**config.mk**
```make
export PLATFORM = sky130hd
export DESIGN_NAME = lcd_byte_writer_flat
export DESIGN_NICKNAME = d
export VERILOG_FILES = /design/src/rtl/lcd_pkg.sv /design/src/rtl/lcd_byte_writer_if.sv /design/src/rtl/lcd_cmd_fifo.sv /design/src/rtl/lcd_byte_writer.sv /design/src/flat_wrapper.sv
export SDC_FILE = /design/constraint.sdc
export NUM_CORES = 1
export LEC_CHECK = 0
export BUFFER_PORTS_ARGS = -buffer_cell sky130_fd_sc_hd__buf_2
export CORE_ASPECT_RATIO = 2
export CORE_UTILIZATION = 45
export CTS_CLUSTER_DIAMETER = 30
export CTS_CLUSTER_SIZE = 30
export DETAILED_ROUTE_END_ITERATION = 8
export GPL_TIMING_DRIVEN = 0
export HOLD_SLACK_MARGIN = 0.06
export SETUP_SLACK_MARGIN = 0.3
export SYNTH_ARGS = -nofsm -noshare
export SYNTH_HDL_FRONTEND = slang
export SYNTH_HIERARCHICAL = 1
export SYNTH_SLANG_ARGS = --single-unit
export TNS_END_PERCENT = 5
```
**constraint.sdc**
```tcl
create_clock -name i_clk -period 6.9 [get_ports i_clk]
set_clock_uncertainty 0.2 [all_clocks]
set_input_delay 0.345 -clock i_clk [delete_from_list [all_inputs] [get_ports i_clk]]
set_output_delay 0.345 -clock i_clk [all_outputs]
set_load 0.05 [all_outputs]
```
**src/rtl/lcd_pkg.sv**
```systemverilog
// lcd_pkg
// Shared definitions for the HD44780 byte writer: FSM state encoding,
// FIFO entry layout, the escape byte, the power-up command ROM, the
// clear/home command codes and microsecond-to-cycle conversion helpers.
package lcd_pkg;

   typedef enum logic [2:0] {
      ST_POWERUP,
      ST_INIT,
      ST_IDLE,
      ST_SETUP,
      ST_E_HIGH,
      ST_HOLD,
      ST_WAIT
   } lcd_state_t;

   typedef struct packed {
      logic       rs;
      logic [7:0] data;
   } lcd_entry_t;

   localparam logic [7:0] ESCAPE_BYTE  = 8'hFE;

   localparam logic [7:0] CMD_CLEAR    = 8'h01;
   localparam logic [7:0] CMD_HOME     = 8'h02;
   localparam logic [7:0] CMD_HOME_ALT = 8'h03;

   localparam int unsigned INIT_LEN  = 5;
   localparam logic [2:0]  INIT_LAST = 3'(INIT_LEN - 1);

   // Power-up command ROM: 8-bit/2-line/5x8 twice, display on, clear, entry mode.
   function automatic logic [7:0] init_cmd(input logic [2:0] idx);
      logic [7:0] cmd;
      case (idx)
         3'd0:    cmd = 8'h38;
         3'd1:    cmd = 8'h38;
         3'd2:    cmd = 8'h0C;
         3'd3:    cmd = CMD_CLEAR;
         3'd4:    cmd = 8'h06;
         default: cmd = 8'h00;
      endcase
      return cmd;
   endfunction

   // Clear and home commands need the long execution wait.
   function automatic logic is_clear_cmd(input logic rs, input logic [7:0] data);
      return !rs && ((data == CMD_CLEAR) || (data == CMD_HOME) || (data == CMD_HOME_ALT));
   endfunction

   // Microseconds to clock cycles, never less than one cycle.
   function automatic int unsigned us_to_cyc(input int unsigned us, input int unsigned clk_hz);
      logic [63:0] cyc;
      cyc = (64'(us) * 64'(clk_hz)) / 64'd1_000_000;
      if (cyc == 64'd0) begin
         cyc = 64'd1;
      end
      return 32'(cyc);
   endfunction

   function automatic int unsigned max_u(input int unsigned a, input int unsigned b);
      return (a > b) ? a : b;
   endfunction

endpackage

```
**src/rtl/lcd_byte_writer_if.sv**
```systemverilog
// lcd_byte_writer_if
// Bundles the SPI frame inputs and the LCD/status outputs of the byte writer.
//   slave  : the writer (consumes i_ss/i_data, drives LCD pins and status)
//   master : the MCU/LCD side (drives i_ss/i_data, observes everything else)
interface lcd_byte_writer_if;
   logic       i_ss;
   logic [7:0] i_data;
   logic       o_lcd_rs;
   logic       o_lcd_rw;
   logic       o_lcd_e;
   logic [7:0] o_lcd_data;
   logic       o_ready;
   logic       o_busy;
   logic       o_overflow;

   modport slave (
      input  i_ss, i_data,
      output o_lcd_rs, o_lcd_rw, o_lcd_e, o_lcd_data, o_ready, o_busy, o_overflow
   );

   modport master (
      output i_ss, i_data,
      input  o_lcd_rs, o_lcd_rw, o_lcd_e, o_lcd_data, o_ready, o_busy, o_overflow
   );
endinterface

```
**src/rtl/lcd_cmd_fifo.sv**
```systemverilog
// lcd_cmd_fifo
// Synchronous first-word-fall-through FIFO of {rs, byte} entries.
//   i_clk, i_reset_n : clock, asynchronous active-low reset (empties the FIFO)
//   i_push/i_push_data : write request and entry
//   i_pop/o_pop_data   : read request and head entry (valid when !o_empty)
//   o_full/o_empty     : occupancy flags
//   o_drop             : one-cycle pulse when a push is refused because full
module lcd_cmd_fifo
   import lcd_pkg::*;
#(
   parameter int unsigned DEPTH = 4
) (
   input  logic       i_clk,
   input  logic       i_reset_n,
   input  logic       i_push,
   input  lcd_entry_t i_push_data,
   input  logic       i_pop,
   output lcd_entry_t o_pop_data,
   output logic       o_full,
   output logic       o_empty,
   output logic       o_drop
);

   localparam int AW = $clog2(DEPTH);

   logic [AW:0] wr_ptr;
   logic [AW:0] rd_ptr;
   lcd_entry_t  mem [DEPTH];
   logic        do_push;
   logic        do_pop;

   assign o_empty = (wr_ptr == rd_ptr);
   assign o_full  = (wr_ptr[AW] != rd_ptr[AW]) && (wr_ptr[AW-1:0] == rd_ptr[AW-1:0]);

   // A pop frees a slot in the same cycle, so a push is still taken when full.
   assign do_pop  = i_pop && !o_empty;
   assign do_push = i_push && (!o_full || do_pop);
   assign o_drop  = i_push && o_full && !do_pop;

   assign o_pop_data = mem[rd_ptr[AW-1:0]];

   // Pointers carry one extra wrap bit to tell full from empty.
   always_ff @(posedge i_clk or negedge i_reset_n) begin
      if (!i_reset_n) begin
         wr_ptr <= '0;
         rd_ptr <= '0;
      end else begin
         if (do_push) begin
            wr_ptr <= wr_ptr + 1'b1;
         end
         if (do_pop) begin
            rd_ptr <= rd_ptr + 1'b1;
         end
      end
   end

   // Storage needs no reset; the pointers decide what is valid.
   always_ff @(posedge i_clk) begin
      if (do_push) begin
         mem[wr_ptr[AW-1:0]] <= i_push_data;
      end
   end

endmodule

```
**src/rtl/lcd_byte_writer.sv**
```systemverilog
// lcd_byte_writer
// Takes the byte latched by the SPI shift register at each slave-select rising
// edge, queues it and writes it to an HD44780 LCD in 8-bit write-only mode,
// after running the power-up init sequence and honouring execution delays.
// A 0xFE prefix turns the following byte into a command (rs=0).
//   i_clk, i_reset_n : clock, asynchronous active-low reset
//   bus.i_ss/i_data  : raw slave-select and latched SPI byte
//   bus.o_lcd_*      : LCD RS/RW/E/DB[7:0]
//   bus.o_ready      : init sequence finished
//   bus.o_busy       : anything pending or in progress
//   bus.o_overflow   : sticky, a byte was dropped on a full FIFO
module lcd_byte_writer
   import lcd_pkg::*;
#(
   parameter int unsigned CLK_FREQ_HZ   = 100_000_000,
   parameter int unsigned POWERUP_US    = 40000,
   parameter int unsigned EXEC_US       = 50,
   parameter int unsigned CLEAR_US      = 2000,
   parameter int unsigned SETUP_CYCLES  = 4,
   parameter int unsigned E_HIGH_CYCLES = 50,
   parameter int unsigned HOLD_CYCLES   = 2,
   parameter int unsigned FIFO_DEPTH    = 4
) (
   input  logic               i_clk,
   input  logic               i_reset_n,
   lcd_byte_writer_if.slave   bus
);

   localparam int unsigned POWERUP_CYC = us_to_cyc(POWERUP_US, CLK_FREQ_HZ);
   localparam int unsigned EXEC_CYC    = us_to_cyc(EXEC_US, CLK_FREQ_HZ);
   localparam int unsigned CLEAR_CYC   = us_to_cyc(CLEAR_US, CLK_FREQ_HZ);
   localparam int unsigned MAX_CYC     = max_u(max_u(POWERUP_CYC, CLEAR_CYC),
                                               max_u(EXEC_CYC, max_u(E_HIGH_CYCLES,
                                                     max_u(SETUP_CYCLES, HOLD_CYCLES))));
   localparam int CNT_W = $clog2(MAX_CYC + 1);

   typedef logic [CNT_W-1:0] cnt_t;

   localparam cnt_t POWERUP_M1 = cnt_t'(POWERUP_CYC - 1);
   localparam cnt_t EXEC_M1    = cnt_t'(EXEC_CYC - 1);
   localparam cnt_t CLEAR_M1   = cnt_t'(CLEAR_CYC - 1);
   localparam cnt_t SETUP_M1   = cnt_t'(SETUP_CYCLES - 1);
   localparam cnt_t E_HIGH_M1  = cnt_t'(E_HIGH_CYCLES - 1);
   localparam cnt_t HOLD_M1    = cnt_t'(HOLD_CYCLES - 1);

   logic       ss_meta, ss_sync, ss_prev;
   logic       frame_end;
   logic       esc_q, esc_d;
   logic       push;
   lcd_entry_t push_data;
   logic       pop;
   lcd_entry_t head;
   logic       fifo_full, fifo_empty, fifo_drop;

   lcd_state_t state_q, state_d;
   cnt_t       cnt_q, cnt_d;
   logic [2:0] idx_q, idx_d;
   logic       ready_q, ready_d;
   logic       rs_q, rs_d;
   logic [7:0] data_q, data_d;
   logic       e_q;
   logic       overflow_q;

   assign frame_end = ss_sync && !ss_prev;

   // Slave-select synchroniser plus edge history. These reset high because
   // slave-select idles high, so leaving reset never looks like a frame end.
   always_ff @(posedge i_clk or negedge i_reset_n) begin
      if (!i_reset_n) begin
         ss_meta <= 1'b1;
         ss_sync <= 1'b1;
         ss_prev <= 1'b1;
         esc_q   <= 1'b0;
      end else begin
         ss_meta <= bus.i_ss;
         ss_sync <= ss_meta;
         ss_prev <= ss_sync;
         esc_q   <= esc_d;
      end
   end

   // Escape decoding: a lone 0xFE arms the flag, the next byte goes out as a
   // command. The flag is consumed even when the FIFO refuses the push.
   always_comb begin
      push      = 1'b0;
      push_data = '{rs: !esc_q, data: bus.i_data};
      esc_d     = esc_q;
      if (frame_end) begin
         if ((bus.i_data == ESCAPE_BYTE) && !esc_q) begin
            esc_d = 1'b1;
         end else begin
            push  = 1'b1;
            esc_d = 1'b0;
         end
      end
   end

   lcd_cmd_fifo #(
      .DEPTH       (FIFO_DEPTH)
   ) u_fifo (
      .i_clk       (i_clk),
      .i_reset_n   (i_reset_n),
      .i_push      (push),
      .i_push_data (push_data),
      .i_pop       (pop),
      .o_pop_data  (head),
      .o_full      (fifo_full),
      .o_empty     (fifo_empty),
      .o_drop      (fifo_drop)
   );

   // Sequencer registers. E is registered from the next state so the strobe
   // is glitch-free and drops at once on reset.
   always_ff @(posedge i_clk or negedge i_reset_n) begin
      if (!i_reset_n) begin
         state_q    <= ST_POWERUP;
         cnt_q      <= POWERUP_M1;
         idx_q      <= 3'd0;
         ready_q    <= 1'b0;
         rs_q       <= 1'b0;
         data_q     <= 8'h00;
         e_q        <= 1'b0;
         overflow_q <= 1'b0;
      end else begin
         state_q    <= state_d;
         cnt_q      <= cnt_d;
         idx_q      <= idx_d;
         ready_q    <= ready_d;
         rs_q       <= rs_d;
         data_q     <= data_d;
         e_q        <= (state_d == ST_E_HIGH);
         overflow_q <= overflow_q || fifo_drop;
      end
   end

   // Next-state logic. Every timed state is entered with its length minus one
   // loaded into the shared counter and leaves when it reaches zero. INIT and
   // IDLE each spend one cycle latching the next command/data onto the pins.
   always_comb begin
      state_d = state_q;
      cnt_d   = cnt_q;
      idx_d   = idx_q;
      ready_d = ready_q;
      rs_d    = rs_q;
      data_d  = data_q;
      pop     = 1'b0;
      case (state_q)
         ST_POWERUP: begin
            if (cnt_q == '0) begin
               state_d = ST_INIT;
               idx_d   = 3'd0;
            end else begin
               cnt_d = cnt_q - 1'b1;
            end
         end
         ST_INIT: begin
            rs_d    = 1'b0;
            data_d  = init_cmd(idx_q);
            cnt_d   = SETUP_M1;
            state_d = ST_SETUP;
         end
         ST_IDLE: begin
            if (!fifo_empty) begin
               pop     = 1'b1;
               rs_d    = head.rs;
               data_d  = head.data;
               cnt_d   = SETUP_M1;
               state_d = ST_SETUP;
            end
         end
         ST_SETUP: begin
            if (cnt_q == '0) begin
               cnt_d   = E_HIGH_M1;
               state_d = ST_E_HIGH;
            end else begin
               cnt_d = cnt_q - 1'b1;
            end
         end
         ST_E_HIGH: begin
            if (cnt_q == '0) begin
               cnt_d   = HOLD_M1;
               state_d = ST_HOLD;
            end else begin
               cnt_d = cnt_q - 1'b1;
            end
         end
         ST_HOLD: begin
            if (cnt_q == '0) begin
               cnt_d   = is_clear_cmd(rs_q, data_q) ? CLEAR_M1 : EXEC_M1;
               state_d = ST_WAIT;
            end else begin
               cnt_d = cnt_q - 1'b1;
            end
         end
         ST_WAIT: begin
            if (cnt_q != '0) begin
               cnt_d = cnt_q - 1'b1;
            end else if (ready_q) begin
               state_d = ST_IDLE;
            end else if (idx_q == INIT_LAST) begin
               ready_d = 1'b1;
               state_d = ST_IDLE;
            end else begin
               idx_d   = idx_q + 3'd1;
               state_d = ST_INIT;
            end
         end
         default: begin
            cnt_d   = POWERUP_M1;
            state_d = ST_POWERUP;
         end
      endcase
   end

   assign bus.o_lcd_rs   = rs_q;
   assign bus.o_lcd_rw   = 1'b0;
   assign bus.o_lcd_e    = e_q;
   assign bus.o_lcd_data = data_q;
   assign bus.o_ready    = ready_q;
   assign bus.o_busy     = !((state_q == ST_IDLE) && fifo_empty);
   assign bus.o_overflow = overflow_q;

endmodule

```
**src/flat_wrapper.sv**
```systemverilog
// flat-port wrapper written by rule: the top's interface ports become plain ports
module lcd_byte_writer_flat import lcd_pkg::*;
#(
   parameter int unsigned CLK_FREQ_HZ   = 100_000_000,
   parameter int unsigned POWERUP_US    = 40000,
   parameter int unsigned EXEC_US       = 50,
   parameter int unsigned CLEAR_US      = 2000,
   parameter int unsigned SETUP_CYCLES  = 4,
   parameter int unsigned E_HIGH_CYCLES = 50,
   parameter int unsigned HOLD_CYCLES   = 2,
   parameter int unsigned FIFO_DEPTH    = 4
)
  (i_clk, i_reset_n, bus_i_ss, bus_i_data, bus_o_lcd_rs, bus_o_lcd_rw, bus_o_lcd_e, bus_o_lcd_data, bus_o_ready, bus_o_busy, bus_o_overflow);
  lcd_byte_writer_if bus_i ();
  input  logic i_clk;
  input  logic i_reset_n;
  input wire logic [$bits(bus_i.i_ss)-1:0] bus_i_ss;
  input wire logic [$bits(bus_i.i_data)-1:0] bus_i_data;
  output wire logic [$bits(bus_i.o_lcd_rs)-1:0] bus_o_lcd_rs;
  output wire logic [$bits(bus_i.o_lcd_rw)-1:0] bus_o_lcd_rw;
  output wire logic [$bits(bus_i.o_lcd_e)-1:0] bus_o_lcd_e;
  output wire logic [$bits(bus_i.o_lcd_data)-1:0] bus_o_lcd_data;
  output wire logic [$bits(bus_i.o_ready)-1:0] bus_o_ready;
  output wire logic [$bits(bus_i.o_busy)-1:0] bus_o_busy;
  output wire logic [$bits(bus_i.o_overflow)-1:0] bus_o_overflow;
  assign bus_i.i_ss = bus_i_ss;
  assign bus_i.i_data = bus_i_data;
  assign bus_o_lcd_rs = bus_i.o_lcd_rs;
  assign bus_o_lcd_rw = bus_i.o_lcd_rw;
  assign bus_o_lcd_e = bus_i.o_lcd_e;
  assign bus_o_lcd_data = bus_i.o_lcd_data;
  assign bus_o_ready = bus_i.o_ready;
  assign bus_o_busy = bus_i.o_busy;
  assign bus_o_overflow = bus_i.o_overflow;
  lcd_byte_writer #(.CLK_FREQ_HZ(CLK_FREQ_HZ), .POWERUP_US(POWERUP_US), .EXEC_US(EXEC_US), .CLEAR_US(CLEAR_US), .SETUP_CYCLES(SETUP_CYCLES), .E_HIGH_CYCLES(E_HIGH_CYCLES), .HOLD_CYCLES(HOLD_CYCLES), .FIFO_DEPTH(FIFO_DEPTH)) u_core (.i_clk(i_clk), .i_reset_n(i_reset_n), .bus(bus_i));
endmodule
```
==> results_dict.tcl, run 1 <==
set metrics [dict create \
    grt_pass1_vias 3907 \
    ctsRootBufferMaster "clkbuf_16" \
    io_buffers 23 \
    htree_levels 3 \
    hold_violations 0 \
    worst_slew_pin_slew_ps 1170 \
    total_leakage_power_nw 2.11 \
    drt_drc_violations_left 0 \
    grt_max_degree 51 \
    ant_nets 0 \
    slowest_stage "nor3_1" \
    fin_tns_setup_ps 0 \
    critPathRequiredTime_ps 6770 \
    cts_setup_buffers 0 \
    die_x_um 74.9 \
    setup_viol_count_final 0 \
    grt_overflow 0 \
    syn_inst 436 \
    worst-path-max-fanout 10 \
    preCtsSetupSlack_ps 3650 \
    period_needed_ps 3350 \
    syn_nets 458 \
    place_hpwl_mm 9.69 \
    powerDensity_nw_per_um2 221 \
    core_area_um2 10200 \
    cap_viol_max_count 0 \
    fmax_mhz 299 \
    whs_ps 36.2 \
    avgSynthCellArea_um2 11.0 \
    ys_warn_count 6 \
    crit_chain "xor2_4 > nor3_1 > inv_1 > and2_1 > or4_4 > and3_2" \
    cts_tree "yes" \
    layoutNonFillerInstCount 619 \
    fill_cells 923 \
    status "complete, no violations" \
    rows 52 \
    clk_pin_slew_ps 70 \
    drt_iter0_markers 231 \
    rsz0062_at_grt "no" \
    critPathCaptureType "flip-flop" \
    vias 3742 \
    vdd_drop_max_uv 198 \
    drive_gt1_share_pct 21.9 \
    period_share_pct 48.5 \
    die_height_um 148 \
    fin_nets 501 \
    hold_class "input port to asynchronous set/reset pin" \
    grt_pass1_wl_mm 20.6 \
    cts_max_path_buffers 2 \
    slowest_delay_ps 710 \
    syn_area_um2 4780 \
    routed_wl_mm 13.1 \
    worst_slack_ps 3550 \
    initial_core_util_pct 46.8 \
    grt_util_all_layers_pct 25.8 \
    area_growth_syn_to_layout_pct 14.2 \
    die_area_um2 11100 \
    slew_viol_final 0 \
    firstDrtPassIters 6 \
    clock-sinks 86 \
    vias_per_cell 6.05 \
    worstPathArrival_ps 3220 \
    io_pins 25 \
    cp-start-kind "flip-flop" \
    place.gp.congestion 0.949 \
    placed_cells 594 \
    insertion_delay_ps 350 \
    worstSetupPathType "flip-flop to flip-flop" \
    numCtsBuffers 9 \
    total_power_mw 1.21 \
    n_antenna_cell 0 \
    routedWlPerCell_um 21.1 \
    antenna_found_initial 0 \
    relSlewSlack_pct 22.1 \
]
## area by class of cell
| class | count | area, um^2 | area share, % |
|---|---|---|---|
| clock inverter | 7 | 81.3 | 1.49 |
| clock buffer | 9 | 225 | 4.12 |
| buffer | 17 | 124 | 2.27 |
| multi-input combinational | 309 | 2220 | 40.6 |
| sequential | 86 | 2350 | 43.1 |
| tap | 135 | 169 | 3.09 |
| inverter | 24 | 90.1 | 1.65 |
| timing repair buffer | 32 | 205 | 3.76 |
## state kept, by name, summed over array words and instances (netlist names)
register / cells
u_core/bus.o_lcd_data: 8
u_core/bus.o_lcd_e: 1
u_core/bus.o_lcd_rs: 1
u_core/bus.o_overflow: 1
u_core/bus.o_ready: 1
u_core/cnt_q: 22
u_core/esc_q: 1
u_core/idx_q: 3
u_core/ss_meta: 1
u_core/ss_prev: 1
u_core/ss_sync: 1
u_core/state_q: 3
u_core/u_fifo/mem: 36
u_core/u_fifo/rd_ptr: 3
u_core/u_fifo/wr_ptr: 3
## repair_timing
| action | CTS | global route |
|---|---|---|
| resized for setup | 0 | 0 |
| hold buffers | 9 | 0 |
| endpoints found under the setup margin | 0 | 0 |
| hold endpoints to repair | 33 | 0 |
## final timing paths
check / from / to / slack, ps / cells after the start
worst max-delay path: u_core/u_fifo/wr_ptr[1] / u_core/u_fifo/mem[3][4] / 3550 / 6
worst min-delay path: i_reset_n / u_core/cnt_q[10] / 40 / 1
worst max register to register: u_core/u_fifo/wr_ptr[1] / u_core/u_fifo/mem[3][4] / 3550 / 6
worst min register to register: u_core/ss_meta / u_core/ss_sync / 160 / 0
max in group asynchronous: i_reset_n / u_core/state_q[2] / 5750 / 1
min in group i_clk: u_core/ss_meta / u_core/ss_sync / 160 / 0
## per-stage QoR
stage          utilization, %  cell area [um^2]
4_1_cts                  53.5              5460
2_1_floorplan               -              4780
5_1_grt                  53.5              5460
3_3_place_gp             49.6              5070
3_5_place_dp             49.6              5070
6_report                 53.5              5460
## worst max-delay path: cells and delay by family, from the launching register on
| family | cells | cell delay [ps] |
|---|---|---|
| simple gates | 4 | 1980 |
| buf+inv | 1 | 160 |
| flops | 1 | 480 |
| xor+xnor | 1 | 250 |
## layer usage
metal  global-route usage, %  part of all wire (%)  vias up
met4                    15.5                   5.4        0
li1                        -                     -     1722
met3                    3.48                   3.2       41
met1                    25.5                    35     1859
met2                    48.2                    57      120
met5                       0                     0        -
## where the power goes
part	internal (mW)	total, mW	switching, mW	leakage, nW
Clock	0.287	0.506	0.220	0.148
Sequential	0.566	0.588	0.0213	0.913
Combinational	0.0446	0.115	0.0702	1.05
## layout by cell type, fill, tap and decap left out, types with 3 or more instances in the layout
| cell | count |
|---|---|
| xnor2_1 | 5 |
| mux4_2 | 9 |
| o31ai_1 | 5 |
| clkbuf_1 | 9 |
| nor4_1 | 4 |
| nand3_1 | 14 |
| nand4_1 | 5 |
| o21ai_1 | 7 |
| nand2_1 | 37 |
| a22o_1 | 6 |
| buf_2 | 24 |
| a21o_1 | 3 |
| dfstp_2 | 17 |
| buf_4 | 3 |
| a211oi_1 | 3 |
| nor2_1 | 23 |
| o311ai_0 | 3 |
| nor2b_1 | 3 |
| a21oi_1 | 36 |
| o21ai_0 | 27 |
| and2_1 | 4 |
| dlygate4sd3_1 | 9 |
| ha_1 | 11 |
| clkbuf_16 | 9 |
| o22ai_1 | 5 |
| o31a_1 | 3 |
| and3_2 | 4 |
| or3_1 | 6 |
| a2bb2oi_1 | 10 |
| nor4_4 | 3 |
| inv_1 | 24 |
| edfxtp_1 | 36 |
| mux2_2 | 3 |
| or2_2 | 3 |
| nor3_1 | 12 |
| or4_1 | 3 |
| dfrtp_1 | 33 |
Note: power is estimated with default switching activity, not from simulation.
==> inputs of run 2 (changes only) <==
ABC_AREA = 1   (was not set)
clock period = 3.1 ns   (was 6.9 ns; I/O delays follow)
==> run 2 against run 1 <==
  * Setup slack worse by 3000 ps
  * Synthesized area shrank 3.4%
  * Non-clock buffer count shrank 7
  * Critical path depth rose by 4
  * Combinational power up 140%
  * Largest cell class unchanged
==> results_dict.tcl, run 2 <==
set metrics [dict create \
    final_core_util_pct 53.3 \
    worst_slack_ps 512 \
    antenna_found_initial 0 \
    cap_viol_max_count 0 \
    crit_chain "inv_1 > nand2_1 > nand2_1 > nand3_2 > inv_1 > nor2_2 > inv_1 > nand4_4 > nand2_4 > nor2_4" \
    slowest_delay_ps 440 \
    io_pins 25 \
    grt_pass1_vias 3920 \
    ant_nets 0 \
    rsz0062_at_grt "no" \
    worst-path-max-fanout 9 \
    fmax_mhz 386 \
    place_area_um2 4910 \
    powerDensity_nw_per_um2 502 \
    fin_area_um2 5340 \
    seq_area_um2 2350 \
    layoutNonFillerInstCount 724 \
    drt_drc_violations_left 0 \
    grt_max_degree 51 \
    grt_util_all_layers_pct 23.3 \
    cpLargestDelayFamily "simple AND/OR/NAND/NOR gates" \
    status "complete, no violations" \
    fin_nets 606 \
    routed_wl_mm 11.5 \
    hold_violations 0 \
    avgSynthCellArea_um2 8.56 \
    total_power_mw 2.68 \
    firstDrtPassIters 4 \
    place.gp.congestion 0.901 \
    fin_tns_setup_ps 0 \
    core_area_um2 10000 \
    worstPathArrival_ps 2390 \
    die_height_um 145 \
    vdd_drop_max_uv 425 \
    largest_reg_flops 36 \
    cts_max_path_buffers 2 \
    hold_class "flip-flop to flip-flop" \
    worst_slew_pin_slew_ps 1130 \
    vias 3768 \
    mostFrequentLayoutCell "nand2_1" \
    n_antenna_cell 0 \
    setup_viol_count_final 0 \
    htree_levels 3 \
    critPathRequiredTime_ps 2900 \
    numCtsBuffers 9 \
    initial_core_util_pct 46.1 \
    die_x_um 73.7 \
    path_common_cell "inv_1" \
    preCtsSetupSlack_ps -101 \
    syn_area_um2 4620 \
    whs_ps 158 \
    rows 52 \
    insertion_delay_ps 340 \
    syn_nets 562 \
    clock-sinks 86 \
    vias_per_cell 5.20 \
    routedWlPerCell_um 15.8 \
    area_growth_syn_to_layout_pct 15.6 \
    crit_buf_inv 3 \
    ys_warn_count 6 \
    ctsRootBufferMaster "clkbuf_16" \
    worstSetupPathType "flip-flop to flip-flop" \
    place_hpwl_mm 8.67 \
    clk_pin_slew_ps 70 \
    cts_tree "yes" \
    slew_viol_final 0 \
    period_share_pct 83.5 \
    io_buffers 23 \
    placed_cells 698 \
    die_area_um2 10700 \
    layout_common_cells "nand2_1, nor2_1, inv_1" \
    drive_gt1_share_pct 17.7 \
    multiInputGateArea_um2 2010 \
    cp-start-kind "flip-flop" \
    critPathCaptureType "flip-flop" \
    grt_pass1_wl_mm 18.5 \
    grt_overflow 0 \
    relSlewSlack_pct 24.8 \
    cts_setup_buffers 0 \
    period_needed_ps 2590 \
    syn_inst 540 \
    drt_iter0_markers 268 \
    total_leakage_power_nw 2.43 \
    fill_cells 959 \
    slowest_stage "dfrtp_1" \
]
run 2: layout make-up:
class,count,area share [%]
Clock inverter,7,1.48
Multi-Input combinational cell,384,37.6
Clock buffer,9,4.22
Tap cell,135,3.16
Sequential cell,86,44.1
Timing Repair Buffer,33,4.03
Inverter,61,4.29
Buffer,9,1.15
run 2: what timing repair did:
item | in CTS | in global routing
resized for setup | 5 | 4
endpoints found under the hold margin | 66 | 0
setup endpoints to repair | 36 | 36
hold buffers | 10 | 0
cloned | 0 | 0
run 2: report_power, final:
part	leakage, nW	internal (mW)	switching (mW)
Clock	0.144	0.634	0.463
Combinational	1.36	0.0887	0.187
Sequential	0.927	1.27	0.0427
run 2: path summary, 6_finish.rpt:
| check | startpoint | end | slack (ps) | cells after the start |
|---|---|---|---|---|
| setup / recovery | u_core/u_fifo/wr_ptr[0] | u_core/u_fifo/mem[3][0] | 510 | 10 |
| hold / removal | u_core/ss_meta | u_core/ss_sync | 160 | 0 |
| setup reg to reg | u_core/u_fifo/wr_ptr[0] | u_core/u_fifo/mem[3][0] | 510 | 10 |
| hold reg to reg | u_core/ss_meta | u_core/ss_sync | 160 | 0 |
| max in group asynchronous | i_reset_n | u_core/esc_q | 1630 | 2 |
| min in group asynchronous | i_reset_n | u_core/state_q[0] | 370 | 2 |
run 2: routing by layer:
metal / vias to the layer above / wire length (um) / global-route usage (%) / share of wire (%)
met5: - / 0 / 0 / 0
met4: 0 / 418 / 12.5 / 3.6
met3: 28 / 281 / 3.82 / 2.4
met2: 76 / 6740 / 44.2 / 59
met1: 1797 / 4030 / 22.6 / 35
li1: 1867 / - / - / -
==> inputs of run 3 (changes only) <==
clock period = 2.4 ns   (was 3.1 ns; I/O delays follow)
==> run 3 against run 2 <==
  * Die area did not move
  * Critical path depth is 1 lower
  * Non-clock buffer count grew 22
  * Cell count is 3.0% higher
  * Maximum frequency rose by 24%
  * First-iteration DRC count decreased by 41%
  * Via count grew 3.2%
  * Global-route usage up 0.26 points
  * Highest routed layer unchanged
  * Sequential power up 29%
  * Clock power grew 15%
  * Largest cell class unchanged
  * Total power is 33% higher
  * Hold slack got worse by 1.6 ps
==> results_dict.tcl, run 3 (synthesized netlist as in run 2, its figures left out) <==
set metrics [dict create \
    vdd_drop_max_uv 473 \
    die_area_um2 10700 \
    insertion_delay_ps 330 \
    hold_class "flip-flop to flip-flop" \
    area_growth_syn_to_layout_pct 23.6 \
    fin_tns_setup_ps 0 \
    worst-path-max-fanout 5 \
    fin_nets 628 \
    period_needed_ps 2080 \
    hold_violations 0 \
    grt_overflow 0 \
    largest_reg_flops 36 \
    ant_nets 0 \
    powerDensity_nw_per_um2 623 \
    r2r_slack_ps 320 \
    core_area_um2 10000 \
    period_share_pct 86.7 \
    layoutNonFillerInstCount 746 \
    cts_tree "yes" \
    final_core_util_pct 57.0 \
    cap_viol_max_count 0 \
    initial_core_util_pct 46.1 \
    drt_drc_violations_left 0 \
    firstDrtPassIters 4 \
    reg2reg_from "u_core/u_fifo/rd_ptr[1]" \
    routedWlPerCell_um 16.1 \
    layout_common_cells "nand2_1, nor2_1, inv_1" \
    n_antenna_cell 0 \
    fin_area_um2 5710 \
    clock-sinks 86 \
    grt_pass1_vias 3924 \
    drt_iter0_markers 158 \
    total_power_mw 3.56 \
    critPathCaptureType "flip-flop" \
    slew_viol_final 0 \
    die_height_um 145 \
    setup_viol_count_final 0 \
    whs_ps 157 \
    vias 3887 \
    ctsRootBufferMaster "clkbuf_16" \
    clk_pin_slew_ps 60 \
    io_buffers 23 \
    vias_per_cell 5.21 \
    cp-startpoint "u_core/u_fifo/rd_ptr[1]" \
    die_x_um 73.7 \
    total_leakage_power_nw 2.54 \
    mostFrequentLayoutCell "nand2_1" \
    r2r-end "u_core/u_fifo/mem[3][5]" \
    rr_worst_depth 9 \
    routed_wl_mm 12.0 \
    worstPathArrival_ps 1940 \
    placed_cells 698 \
    grt_util_all_layers_pct 23.6 \
    numCtsBuffers 9 \
    grt_max_degree 51 \
    place.gp.congestion 0.854 \
    worst_slack_ps 318 \
    drive_gt1_share_pct 25.0 \
    worstSetupPathType "flip-flop to flip-flop" \
    antenna_found_initial 0 \
    place_hpwl_mm 8.62 \
    cp-start-kind "flip-flop" \
    place_area_um2 4940 \
    grt_pass1_wl_mm 18.7 \
    preCtsSetupSlack_ps -59.6 \
    cts_max_path_buffers 2 \
    status "complete, no violations" \
    worst_slew_pin_slew_ps 1160 \
    fmax_mhz 480 \
    endpoint "u_core/u_fifo/mem[3][5]" \
    rows 52 \
    htree_levels 3 \
    critPathRequiredTime_ps 2250 \
    io_pins 25 \
    rsz0062_at_grt "yes" \
    relSlewSlack_pct 22.4 \
]
## run 3: changes by cell type in the layout (fill, tap and decap cells not counted), moves of 3 or more
cell / change
clkinv_1: +3
inv_1: -4
nor2_1: -10
buf_4: +17
nand3_4: +3
dfrtp_2: +3
dfrtp_1: -3
nand2_1: -7
inv_4: +3
nor2_4: +8
buf_12: +4
nand2_2: +6
## run 3: cell type report
cell class	instances	area, um^2
Timing Repair Buffer	55	448
Clock inverter	6	36.3
Sequential cell	86	2360
Inverter	61	236
Clock buffer	10	229
Tap cell	135	169
Fill cell	936	4310
Multi-Input combinational cell	384	2180
Buffer	9	61.3
## run 3: worst min-delay path by stage
stage	cells past startpoint	endpoint	slack (ps)	start
2_1_floorplan	0	u_core/bus.o_lcd_data[0]	-380	i_reset_n
3_3_place_gp	1	u_core/ss_meta	30	bus_i_ss
3_5_place_dp	1	u_core/ss_meta	30	bus_i_ss
4_1_cts	0	u_core/ss_sync	160	u_core/ss_meta
5_1_grt	0	u_core/ss_sync	160	u_core/ss_meta
6_report	0	u_core/ss_sync	160	u_core/ss_meta
## run 3: power breakdown
part           total, mW  leakage (nW)  internal [mW]  switching [mW]
Sequential          1.69         0.923           1.64          0.0515
Combinational      0.598          1.49          0.275           0.323
Clock               1.27         0.126          0.699           0.574
Total               3.56          2.54           2.61           0.948
## run 3: layer usage
metal / track usage, % / vias up / wire length [um]
met4: 13.3 / 0 / 569
li1: - / 1912 / -
met1: 22.4 / 1866 / 4140
met5: 0 / - / 0
met2: 45.4 / 80 / 7020
met3: 3.06 / 29 / 254
## run 3: critical path: stages, from the launching register on
cell,delay [ps]
dfrtp_1,450
xnor2_2,190
nand3_4,120
inv_4,50
nor2_4,120
inv_2,60
nand4_4,110
nand2_8,90
nor2_4,210
clkbuf_16,180
## run 3: repair_timing
action,CTS,global route
hold buffers,10,0
endpoints found under the hold margin,66,0
gates cloned,0,1
setup buffers,10,11
pin swaps,7,13
resized for setup,9,40
setup endpoints to repair,60,62
